`config.mk`:
```
export PLATFORM = sky130hd
export DESIGN_NAME = mem_copy_dma_flat
export DESIGN_NICKNAME = d
export VERILOG_FILES = /design/src/rtl/mem_copy_dma_if.sv /design/src/rtl/mem_copy_dma.sv /design/src/flat_wrapper.sv
export SDC_FILE = /design/constraint.sdc
export NUM_CORES = 1
export LEC_CHECK = 0
export BUFFER_PORTS_ARGS = -buffer_cell sky130_fd_sc_hd__buf_4
export CAP_MARGIN = 10
export CORE_MARGIN = 5
export CORE_UTILIZATION = 54
export DETAILED_ROUTE_END_ITERATION = 6
export PLACE_DENSITY = 0.8
export SYNTH_ARGS = -nofsm -noshare
export SYNTH_HDL_FRONTEND = slang
export SYNTH_SLANG_ARGS = --single-unit
```
`constraint.sdc`:
```
create_clock -name clk -period 2.4 [get_ports clk]
set_clock_uncertainty 0.05 [all_clocks]
set_input_delay 0.36 -clock clk [delete_from_list [all_inputs] [get_ports clk]]
set_output_delay 0.36 -clock clk [all_outputs]
set_load 0.05 [all_outputs]
```
`src/rtl/mem_copy_dma_if.sv`:
```
// ----------------------------------------------------------------------------
// mem_copy_dma_if
// Bundles the control handshake and the data-memory bus of the word-copy DMA.
//
// Control side
//   start       request pulse (only honoured while the DMA is idle)
//   src_addr    byte address of the first source word
//   dst_addr    byte address of the first destination word
//   len         number of 32-bit words to copy
//   busy        high while a copy (or its completion cycle) is in progress
//   done        one-cycle pulse on successful completion
//   err         one-cycle pulse when a start is rejected for misalignment
//   words_left  words not yet written
// Memory side
//   mem_rd / mem_wr      read / write enables (never high together)
//   mem_addr             word-aligned byte address while an access is active
//   mem_wdata            write data
//   mem_rdata            read data, combinational from mem_addr/mem_rd
//
// Modports: master = the DMA engine, slave = the system around it
// (requester plus data memory).
// ----------------------------------------------------------------------------
interface mem_copy_dma_if #(
  parameter int LEN_W  = 8,
  parameter int ADDR_W = 32
);

  logic              start;
  logic [ADDR_W-1:0] src_addr;
  logic [ADDR_W-1:0] dst_addr;
  logic [LEN_W-1:0]  len;
  logic              busy;
  logic              done;
  logic              err;
  logic [LEN_W-1:0]  words_left;

  logic              mem_rd;
  logic              mem_wr;
  logic [ADDR_W-1:0] mem_addr;
  logic [31:0]       mem_wdata;
  logic [31:0]       mem_rdata;

  modport master (
    input  start, src_addr, dst_addr, len, mem_rdata,
    output busy, done, err, words_left, mem_rd, mem_wr, mem_addr, mem_wdata
  );

  modport slave (
    output start, src_addr, dst_addr, len, mem_rdata,
    input  busy, done, err, words_left, mem_rd, mem_wr, mem_addr, mem_wdata
  );

endinterface

```
`src/rtl/mem_copy_dma.sv`:
```
// ----------------------------------------------------------------------------
// mem_copy_dma
// Copies len 32-bit words from src_addr to dst_addr in ascending order, one
// read cycle followed by one write cycle per word, through a single-port data
// memory with combinational read data.
//
// Ports
//   clk    single clock, all state changes on its rising edge
//   reset  asynchronous, active-low reset
//   bus    mem_copy_dma_if.master: control handshake plus data-memory bus
//
// Behaviour summary
//   IDLE  : waits for start. Misaligned src/dst -> err pulse next cycle, no
//           state change. len==0 -> straight to DONE. Otherwise latch the
//           request and go to READ.
//   READ  : mem_rd with the source pointer; read data is captured on exit.
//   WRITE : mem_wr with the destination pointer and the captured word; both
//           pointers advance by 4 and words_left decrements on exit.
//   DONE  : one cycle with done high, then back to IDLE.
// Because each read happens after all earlier writes of the same copy have
// landed, overlapping regions see already-updated memory contents.
// ----------------------------------------------------------------------------
module mem_copy_dma #(
  parameter int LEN_W  = 8,
  parameter int ADDR_W = 32
) (
  input  logic            clk,
  input  logic            reset,
  mem_copy_dma_if.master  bus
);

  typedef enum logic [1:0] {
    IDLE  = 2'd0,
    READ  = 2'd1,
    WRITE = 2'd2,
    DONE  = 2'd3
  } state_t;

  state_t            state_q,     state_d;
  logic [ADDR_W-1:0] src_q,       src_d;
  logic [ADDR_W-1:0] dst_q,       dst_d;
  logic [ADDR_W-1:0] last_addr_q, last_addr_d;
  logic [LEN_W-1:0]  left_q,      left_d;
  logic [31:0]       hold_q,      hold_d;
  logic              err_q,       err_d;

  logic              rd_c;
  logic              wr_c;
  logic [ADDR_W-1:0] addr_c;
  logic              aligned;

  assign aligned = (bus.src_addr[1:0] == 2'b00) && (bus.dst_addr[1:0] == 2'b00);

  // Next-state and memory-bus decode.
  // NOTE: every variable written here gets its default first, so no path can
  // leave one unassigned and infer a latch.
  always_comb begin
    state_d     = state_q;
    src_d       = src_q;
    dst_d       = dst_q;
    last_addr_d = last_addr_q;
    left_d      = left_q;
    hold_d      = hold_q;
    err_d       = 1'b0;
    rd_c        = 1'b0;
    wr_c        = 1'b0;
    addr_c      = last_addr_q;   // bus address parks on its last driven value

    unique case (state_q)
      IDLE: begin
        if (bus.start) begin
          if (aligned) begin
            src_d   = bus.src_addr;
            dst_d   = bus.dst_addr;
            left_d  = bus.len;
            state_d = (bus.len == '0) ? DONE : READ;
          end else begin
            // Rejected request: no state change, words_left untouched.
            err_d = 1'b1;
          end
        end
      end

      READ: begin
        rd_c        = 1'b1;
        addr_c      = src_q;
        last_addr_d = src_q;
        hold_d      = bus.mem_rdata;
        state_d     = WRITE;
      end

      WRITE: begin
        wr_c        = 1'b1;
        addr_c      = dst_q;
        last_addr_d = dst_q;
        src_d       = src_q + ADDR_W'(4);
        dst_d       = dst_q + ADDR_W'(4);
        left_d      = left_q - LEN_W'(1);
        state_d     = (left_q == LEN_W'(1)) ? DONE : READ;
      end

      DONE: begin
        // start is deliberately not looked at here.
        state_d = IDLE;
      end

      default: state_d = IDLE;
    endcase
  end

  // State register.
  // NOTE: sequential state uses non-blocking assignments so every flop samples
  // the pre-edge values, independent of statement order.
  always_ff @(posedge clk or negedge reset) begin
    if (!reset) begin
      state_q <= IDLE;
    end else begin
      state_q <= state_d;
    end
  end

  // Datapath registers.
  // NOTE: the holding register is a single 32-bit flop, not a RAM array, so it
  // is cleared by reset together with the pointers and the count.
  always_ff @(posedge clk or negedge reset) begin
    if (!reset) begin
      src_q       <= '0;
      dst_q       <= '0;
      last_addr_q <= '0;
      left_q      <= '0;
      hold_q      <= '0;
      err_q       <= 1'b0;
    end else begin
      src_q       <= src_d;
      dst_q       <= dst_d;
      last_addr_q <= last_addr_d;
      left_q      <= left_d;
      hold_q      <= hold_d;
      err_q       <= err_d;
    end
  end

  assign bus.busy       = (state_q != IDLE);
  assign bus.done       = (state_q == DONE);
  assign bus.err        = err_q;
  assign bus.words_left = left_q;
  assign bus.mem_rd     = rd_c;
  assign bus.mem_wr     = wr_c;
  assign bus.mem_addr   = addr_c;
  // The holding register only changes on READ exit, so it already shows the
  // word being written in WRITE and keeps that word afterwards.
  assign bus.mem_wdata  = hold_q;

endmodule

```
`src/flat_wrapper.sv`:
```
// flat-port wrapper written by rule: the top's interface ports become plain ports
module mem_copy_dma_flat 
#(
  parameter int LEN_W  = 8,
  parameter int ADDR_W = 32
)
  (clk, reset, bus_start, bus_src_addr, bus_dst_addr, bus_len, bus_mem_rdata, bus_busy, bus_done, bus_err, bus_words_left, bus_mem_rd, bus_mem_wr, bus_mem_addr, bus_mem_wdata);
  mem_copy_dma_if #(.LEN_W(LEN_W), .ADDR_W(ADDR_W)) bus_i ();
  input  logic clk;
  input  logic reset;
  input wire logic [$bits(bus_i.start)-1:0] bus_start;
  input wire logic [$bits(bus_i.src_addr)-1:0] bus_src_addr;
  input wire logic [$bits(bus_i.dst_addr)-1:0] bus_dst_addr;
  input wire logic [$bits(bus_i.len)-1:0] bus_len;
  input wire logic [$bits(bus_i.mem_rdata)-1:0] bus_mem_rdata;
  output wire logic [$bits(bus_i.busy)-1:0] bus_busy;
  output wire logic [$bits(bus_i.done)-1:0] bus_done;
  output wire logic [$bits(bus_i.err)-1:0] bus_err;
  output wire logic [$bits(bus_i.words_left)-1:0] bus_words_left;
  output wire logic [$bits(bus_i.mem_rd)-1:0] bus_mem_rd;
  output wire logic [$bits(bus_i.mem_wr)-1:0] bus_mem_wr;
  output wire logic [$bits(bus_i.mem_addr)-1:0] bus_mem_addr;
  output wire logic [$bits(bus_i.mem_wdata)-1:0] bus_mem_wdata;
  assign bus_i.start = bus_start;
  assign bus_i.src_addr = bus_src_addr;
  assign bus_i.dst_addr = bus_dst_addr;
  assign bus_i.len = bus_len;
  assign bus_i.mem_rdata = bus_mem_rdata;
  assign bus_busy = bus_i.busy;
  assign bus_done = bus_i.done;
  assign bus_err = bus_i.err;
  assign bus_words_left = bus_i.words_left;
  assign bus_mem_rd = bus_i.mem_rd;
  assign bus_mem_wr = bus_i.mem_wr;
  assign bus_mem_addr = bus_i.mem_addr;
  assign bus_mem_wdata = bus_i.mem_wdata;
  mem_copy_dma #(.LEN_W(LEN_W), .ADDR_W(ADDR_W)) u_core (.clk(clk), .reset(reset), .bus(bus_i));
endmodule
```
==> flow_summary_export.csv, run 1 <==
group,metric,value,unit
critical_path,crit_path_end_kind,"output pin",
layout,fin_nets,1122,
critical_path,crit_required,1.99,ns
sta,setup_violations,0,
drt,vias,7847,
layout,insertedDiodeCount,0,
synth,ys_ff_latch,139,
synth,postSynthCellCount,824,
global_route,busiest_layer,"met2",
hold_path,hold_path_depth,2,
die,core,0.0139,sq mm
clock_network,htree_num_levels,4,
clock_network,cts_max_path_buffers,2,
die,rows,43,
clock_network,cts_tree,"built",
synth,synth_area,0.00770,sq mm
critical_path,path_class,"flip-flop to output pin",
synth,synth_ff_type,"dfrtp_1",
synth,ys_types,60,
placed_design,dp_hpwl,17200,um
global_route,use_met3,0.0808,
die,initial_utilization,0.552,
sta,hold_violations,0,
synth,syn-num-nets,940,
job,drv_cap,0,
layout,syn_to_final_growth,42.0,%
critical_path,cp_max_fo,28,
critical_path,rr_worst_depth,9,
global_route,grt_pass1_vias,7577,
run_status,status,"finished clean",
die,die_area,0.0167,sq mm
drt,drtIter0Drc,1145,
synth,synth.area.top_cells,"dfrtp_1 45%, a21oi_1 5.0%, mux2_2 5.0%",
sta,fin_hold_ws,0.109,ns
synth,yosys.area.top_type,"dfrtp_1",
critical_path,crit_chain,"inv_2, ha_2, buf_12, nand2_1, a31oi_4, buf_6",
die,dieHeight,129,um
critical_path,slowest_delay,0.44,ns
synth,yosysMostFrequentCell,"dfrtp_1",
hold_path,hold_class,"input pin to flip-flop",
drt,ant_nets,0,
synth,synth_top_area_share,0.452,
sta,maxSlewViolCount,0,
global_route,grt_pass1_wl,41100,um
clock_network,root_buffer,"clkbuf_16",
drt,drt_first_pass_iters,6,
global_route,grt_start_max_net_pins,53,
global_route,grt_use_met2,0.503,
drt,post_drt_wl_per_cell,21.8,um
synth,synth_edf_count,0,
placed_design,io_buffers,183,
placed_design,place_congestion,0.936,
critical_path,critical-path-top-delay-family,"buffers and inverters",
drt,drt_wl_total,26100,um
sta,slew_headroom,0.631,
sta,min_period,2.38,ns
sta,tns,0,ns
drt,drc,0,
critical_path,r2r_start,"u_core.state_q[0]$_DFFE_PN0P_",
clock_network,clkTransAtPathRegs,0.07,ns
sta,worstMarginPinSlew,0.549,ns
clock_network,clk_latency,0.43,ns
layout,nFillCells,930,
critical_path,r2r-end,"u_core.dst_q[21]$_DFFE_PN0P_",
critical_path,start_kind,"flip-flop",
drt,post_drt_via_cell_ratio,6.55,
synth,yosys_warnings,0,
global_route,antenna_found_initial,0,
sta,grt_setup_unrepaired,"true",
global_route,grtUsageTotal,0.315,
clock_network,numCtsBuffers,17,
hold_path,worst_hold_startpoint,"bus_mem_rdata[3]",
synth,synth_common_cells,"139 x dfrtp_1, 77 x a21oi_1, 73 x nor2_1",
clock_network,cts_sinks,139,
die,die_w,129,um
hold_path,hold-path-endpoint,"u_core.bus.mem_wdata[3]$_DFFE_PN0P_",
critical_path,cp.arrival,1.97,ns
critical_path,ff2ff_setup_slack,0.10,ns
synth,async_reset_ff_frac,1.00,
critical_path,path_buf_inv,3,
synth,yosysSeqAreaShare,0.452,
sta,max_freq,0.421,GHz
layout,drive_above_1_share,0.360,
critical_path,cp_slowest_cell,"dfrtp_2",
die,ios,184,
global_route,overflow,0,
synth,syn_area_per_cell,9.34,sq um
sta,final.period_utilization,0.991,
global_route,grt_use_met1,0.421,
sequential cells by signal, summed over array words and instances, names as in the netlist:
name,flops
u_core.bus.words_left,8
u_core.bus.mem_wdata,32
u_core.src_q,32
u_core.state_q,2
u_core.bus.err,1
u_core.dst_q,32
u_core.last_addr_q,32
cells in the final DEF, fill, tap and decap left out, types with 6 or more instances in the layout:
master	instances
a22o_1	6
a2bb2oi_1	6
nand3_1	39
o22a_1	17
buf_6	31
nand2_1	39
a22oi_1	27
or3_1	6
nor3_1	9
a22oi_2	6
clkinv_4	6
buf_4	181
inv_1	10
a31oi_1	10
o2bb2ai_1	7
ha_1	6
nor2_1	71
mux2_2	34
and3_1	23
nand4_1	19
a21oi_1	48
and4_1	9
mux2i_1	11
or4_1	7
dfrtp_1	138
a211oi_1	6
buf_12	12
a21oi_4	28
o22ai_1	40
clkbuf_16	17
and2_1	12
o21ai_0	35
area by class of cell:
| class | instances | area (sq um) | share of cell area |
|---|---|---|---|
| sequential | 139 | 3480 | 0.318 |
| timing repair buffer | 236 | 2230 | 0.204 |
| inverter | 12 | 45.0 | 0.00412 |
| clock inverter | 13 | 194 | 0.0177 |
| multi-input combinational | 600 | 4330 | 0.396 |
| tap | 180 | 225 | 0.0206 |
| clock buffer | 18 | 429 | 0.0393 |
per-layer routing:
layer  vias up  share of wire
met1      3812           0.38
met2       483           0.49
met5         -              0
met3        62           0.10
li1       3490              -
met4         0          0.026
worst reg2reg max path, stage by stage, from the launching register on:
cell and delay [ns]:
dfrtp_1 0.41, inv_2 0.12, ha_4 0.20, bufbuf_16 0.30, nand2b_1 0.09, a21boi_2 0.20, buf_4 0.21, buf_4 0.19
a21oi_1 0.20, o311ai_0 0.18
logic make-up after synthesis:
logic type	after synthesis	synth area share
AO/OA/AOI/OAI	283	0.243
AND/OR/NAND/NOR	262	0.179
flip-flops	139	0.452
buffers and inverters	85	0.0452
multiplexers	46	0.0660
adder cells (fa/ha/maj)	9	0.0146
worst max-delay path by stage:
| stage | startpoint | to | slack (ns) | cells past startpoint |
|---|---|---|---|---|
| final | u_core.state_q[1]$_DFFE_PN0P_ | bus_mem_addr[27] | 0.02 | 6 |
| after global routing | u_core.state_q[1]$_DFFE_PN0P_ | bus_mem_addr[6] | -0.05 | 6 |
| after CTS | u_core.state_q[1]$_DFFE_PN0P_ | bus_mem_addr[14] | -0.02 | 6 |
| after detailed placement | bus_src_addr[1] | u_core.src_q[17]$_DFFE_PN0P_ | 0.09 | 7 |
| after global placement | bus_src_addr[1] | u_core.bus.words_left[7]$_DFFE_PN0P_ | 0.12 | 8 |
| after floorplan | u_core.state_q[0]$_DFFE_PN0P_ | u_core.dst_q[30]$_DFFE_PN0P_ | 0.01 | 9 |
what timing repair did:
action / 4_1_cts / 5_1_grt
endpoints found under the setup margin: 33 / 40
endpoints found under the hold margin: 43 / 0
pin swaps: 2 / 3
resized for setup: 34 / 28
gates cloned: 5 / 0
hold buffers: 1 / 0
setup buffers: 2 / 2
per-stage QoR:
step / std cells / utilization / setup slack, ns / instance area [sq um]
4_1_cts: 1196 / 0.775 / -0.0194 / 10800
5_1_grt: 1198 / 0.785 / -0.0500 / 10900
6_report: 1198 / 0.785 / 0.0219 / 10900
3_5_place_dp: 1157 / 0.709 / 0.0856 / 9880
2_1_floorplan: 824 / - / 0.0124 / 8100
3_3_place_gp: 1157 / 0.709 / 0.123 / 9880
Power of run 1 is left out: the tool's default activity adds up to more than one toggle a clock period on the data nets, which glitch-free logic cannot reach.
==> inputs of run 2 (changes only) <==
- CTS_BUF_LIST: unset -> sky130_fd_sc_hd__clkbuf_16
==> run 2 against run 1 <==
  * Die area did not move
  * Count of clock-buffer cells in the layout down 1
  * Core utilization unchanged
  * Non-clock buffer count did not move
  * Routed wire length about the same
  * Flip-flop and latch count did not move
  * Via count grew 0.11%
  * Worst setup slack gained 0.0020 ns
  * Critical path depth stayed put
  * Register-to-register slack about the same
  * Cell area unchanged
  * Global-route usage stayed put
  * Highest routed layer unchanged
==> flow_summary_export.csv, run 2 (same netlist as run 1, synthesis figures left out) <==
group,metric,value,unit
layout,final_common_cell,"buf_4",
die,rows,43,
critical_path,crit_required,1.99,ns
layout,fin_nets,1122,
sta,slew_headroom,0.633,
die,dieHeight,129,um
global_route,overflow,0,
drt,drt_wl_total,26100,um
drt,ant_nets,0,
drt,post_drt_wl_per_cell,21.8,um
sta,max_freq,0.421,GHz
layout,nFillCells,930,
drt,vias,7856,
placed_design,place_congestion,0.936,
drt,post_drt_via_cell_ratio,6.56,
global_route,grt_pass1_vias,7577,
global_route,grt_pass1_wl,41100,um
sta,grt_setup_unrepaired,"true",
hold_path,hold_class,"input pin to flip-flop",
clock_network,cts_sinks,139,
die,die_w,129,um
placed_design,io_buffers,183,
global_route,antenna_found_initial,0,
global_route,grtUsageTotal,0.315,
sta,worstMarginPinSlew,0.546,ns
drt,drtIter0Drc,1146,
sta,setup_violations,0,
critical_path,crit_path_end_kind,"output pin",
global_route,grt_start_max_net_pins,53,
clock_network,htree_num_levels,4,
clock_network,numCtsBuffers,17,
sta,final.period_utilization,0.990,
critical_path,cp.arrival,1.97,ns
sta,fin_hold_ws,0.110,ns
sta,maxSlewViolCount,0,
layout,syn_to_final_growth,42.0,%
clock_network,cts_tree,"built",
sta,worst_slack,0.0239,ns
clock_network,cts_max_path_buffers,2,
layout,insertedDiodeCount,0,
die,ios,184,
die,core,0.0139,sq mm
clock_network,clkTransAtPathRegs,0.06,ns
die,initial_utilization,0.552,
critical_path,start_kind,"flip-flop",
layout,regArea,0.00348,sq mm
critical_path,cp_max_fo,20,
sta,tns,0,ns
sta,hold_violations,0,
clock_network,root_buffer,"clkbuf_16",
critical_path,path_class,"flip-flop to output pin",
run_status,status,"finished clean",
layout,multi_input_area,0.00433,sq mm
layout,layout_common_cells,"181 x buf_4, 138 x dfrtp_1, 71 x nor2_1",
placed_design,dp_hpwl,17200,um
sta,min_period,2.38,ns
drt,drt_first_pass_iters,6,
layout,drive_above_1_share,0.360,
die,die_area,0.0167,sq mm
placed_design,dp_slack,0.0856,ns
job,drv_cap,0,
clock_network,clk_latency,0.43,ns
drt,drc,0,
[run 2: path summary, 6_finish.rpt]
kind	startpoint	end	slack [ns]	cells after the start
min reg2reg	u_core.src_q[0]$_DFFE_PN0P_	u_core.src_q[0]$_DFFE_PN0P_	0.44	1
max	u_core.state_q[1]$_DFFE_PN0P_	bus_mem_addr[7]	0.02	6
max in group asynchronous	reset	u_core.last_addr_q[8]$_DFF_PN0_	1.24	3
min in group asynchronous	reset	u_core.bus.mem_wdata[16]$_DFFE_PN0P_	0.38	2
max reg2reg	u_core.state_q[0]$_DFFE_PN0P_	u_core.dst_q[30]$_DFFE_PN0P_	0.10	8
min	bus_mem_rdata[3]	u_core.bus.mem_wdata[3]$_DFFE_PN0P_	0.11	2
[run 2: per-stage QoR]
step	cell area (sq um)	cells	util
floorplan	8100	824	-
global placement	9880	1157	0.709
detailed placement	9880	1157	0.709
CTS	10800	1196	0.775
global route	10900	1198	0.785
finish	10900	1198	0.785
[run 2: critical path, cell delays in order, from the launching register on]
cell and delay, ns:
dfrtp_2 0.41, inv_2 0.08, ha_4 0.39, buf_16 0.19, nor2_1 0.09, a21oi_4 0.17
buf_6 0.19
[run 2: cell type report]
class                      count  area share
multi-input combinational    600       0.396
sequential                   139       0.318
clock buffer                  17      0.0389
timing repair buffer         236       0.204
inverter                      12     0.00412
tap                          180      0.0206
clock inverter                14      0.0181
[run 2: timing repair]
item | in CTS | in global routing
endpoints found under the setup margin | 33 | 40
setup buffers | 2 | 2
pin swaps | 2 | 3
gates resized for setup | 34 | 28
hold endpoints to repair | 43 | 0
gates cloned | 5 | 0
hold buffers | 1 | 0
[run 2: per-layer routing]
| layer | global-route usage | vias to the layer above | routed length (um) |
|---|---|---|---|
| met5 | 0 | - | 0 |
| met1 | 0.421 | 3803 | 9920 |
| met2 | 0.503 | 490 | 12800 |
| met4 | 0.106 | 0 | 706 |
| li1 | - | 3493 | - |
| met3 | 0.0808 | 70 | 2700 |
Power of run 2 is left out for the same reason.
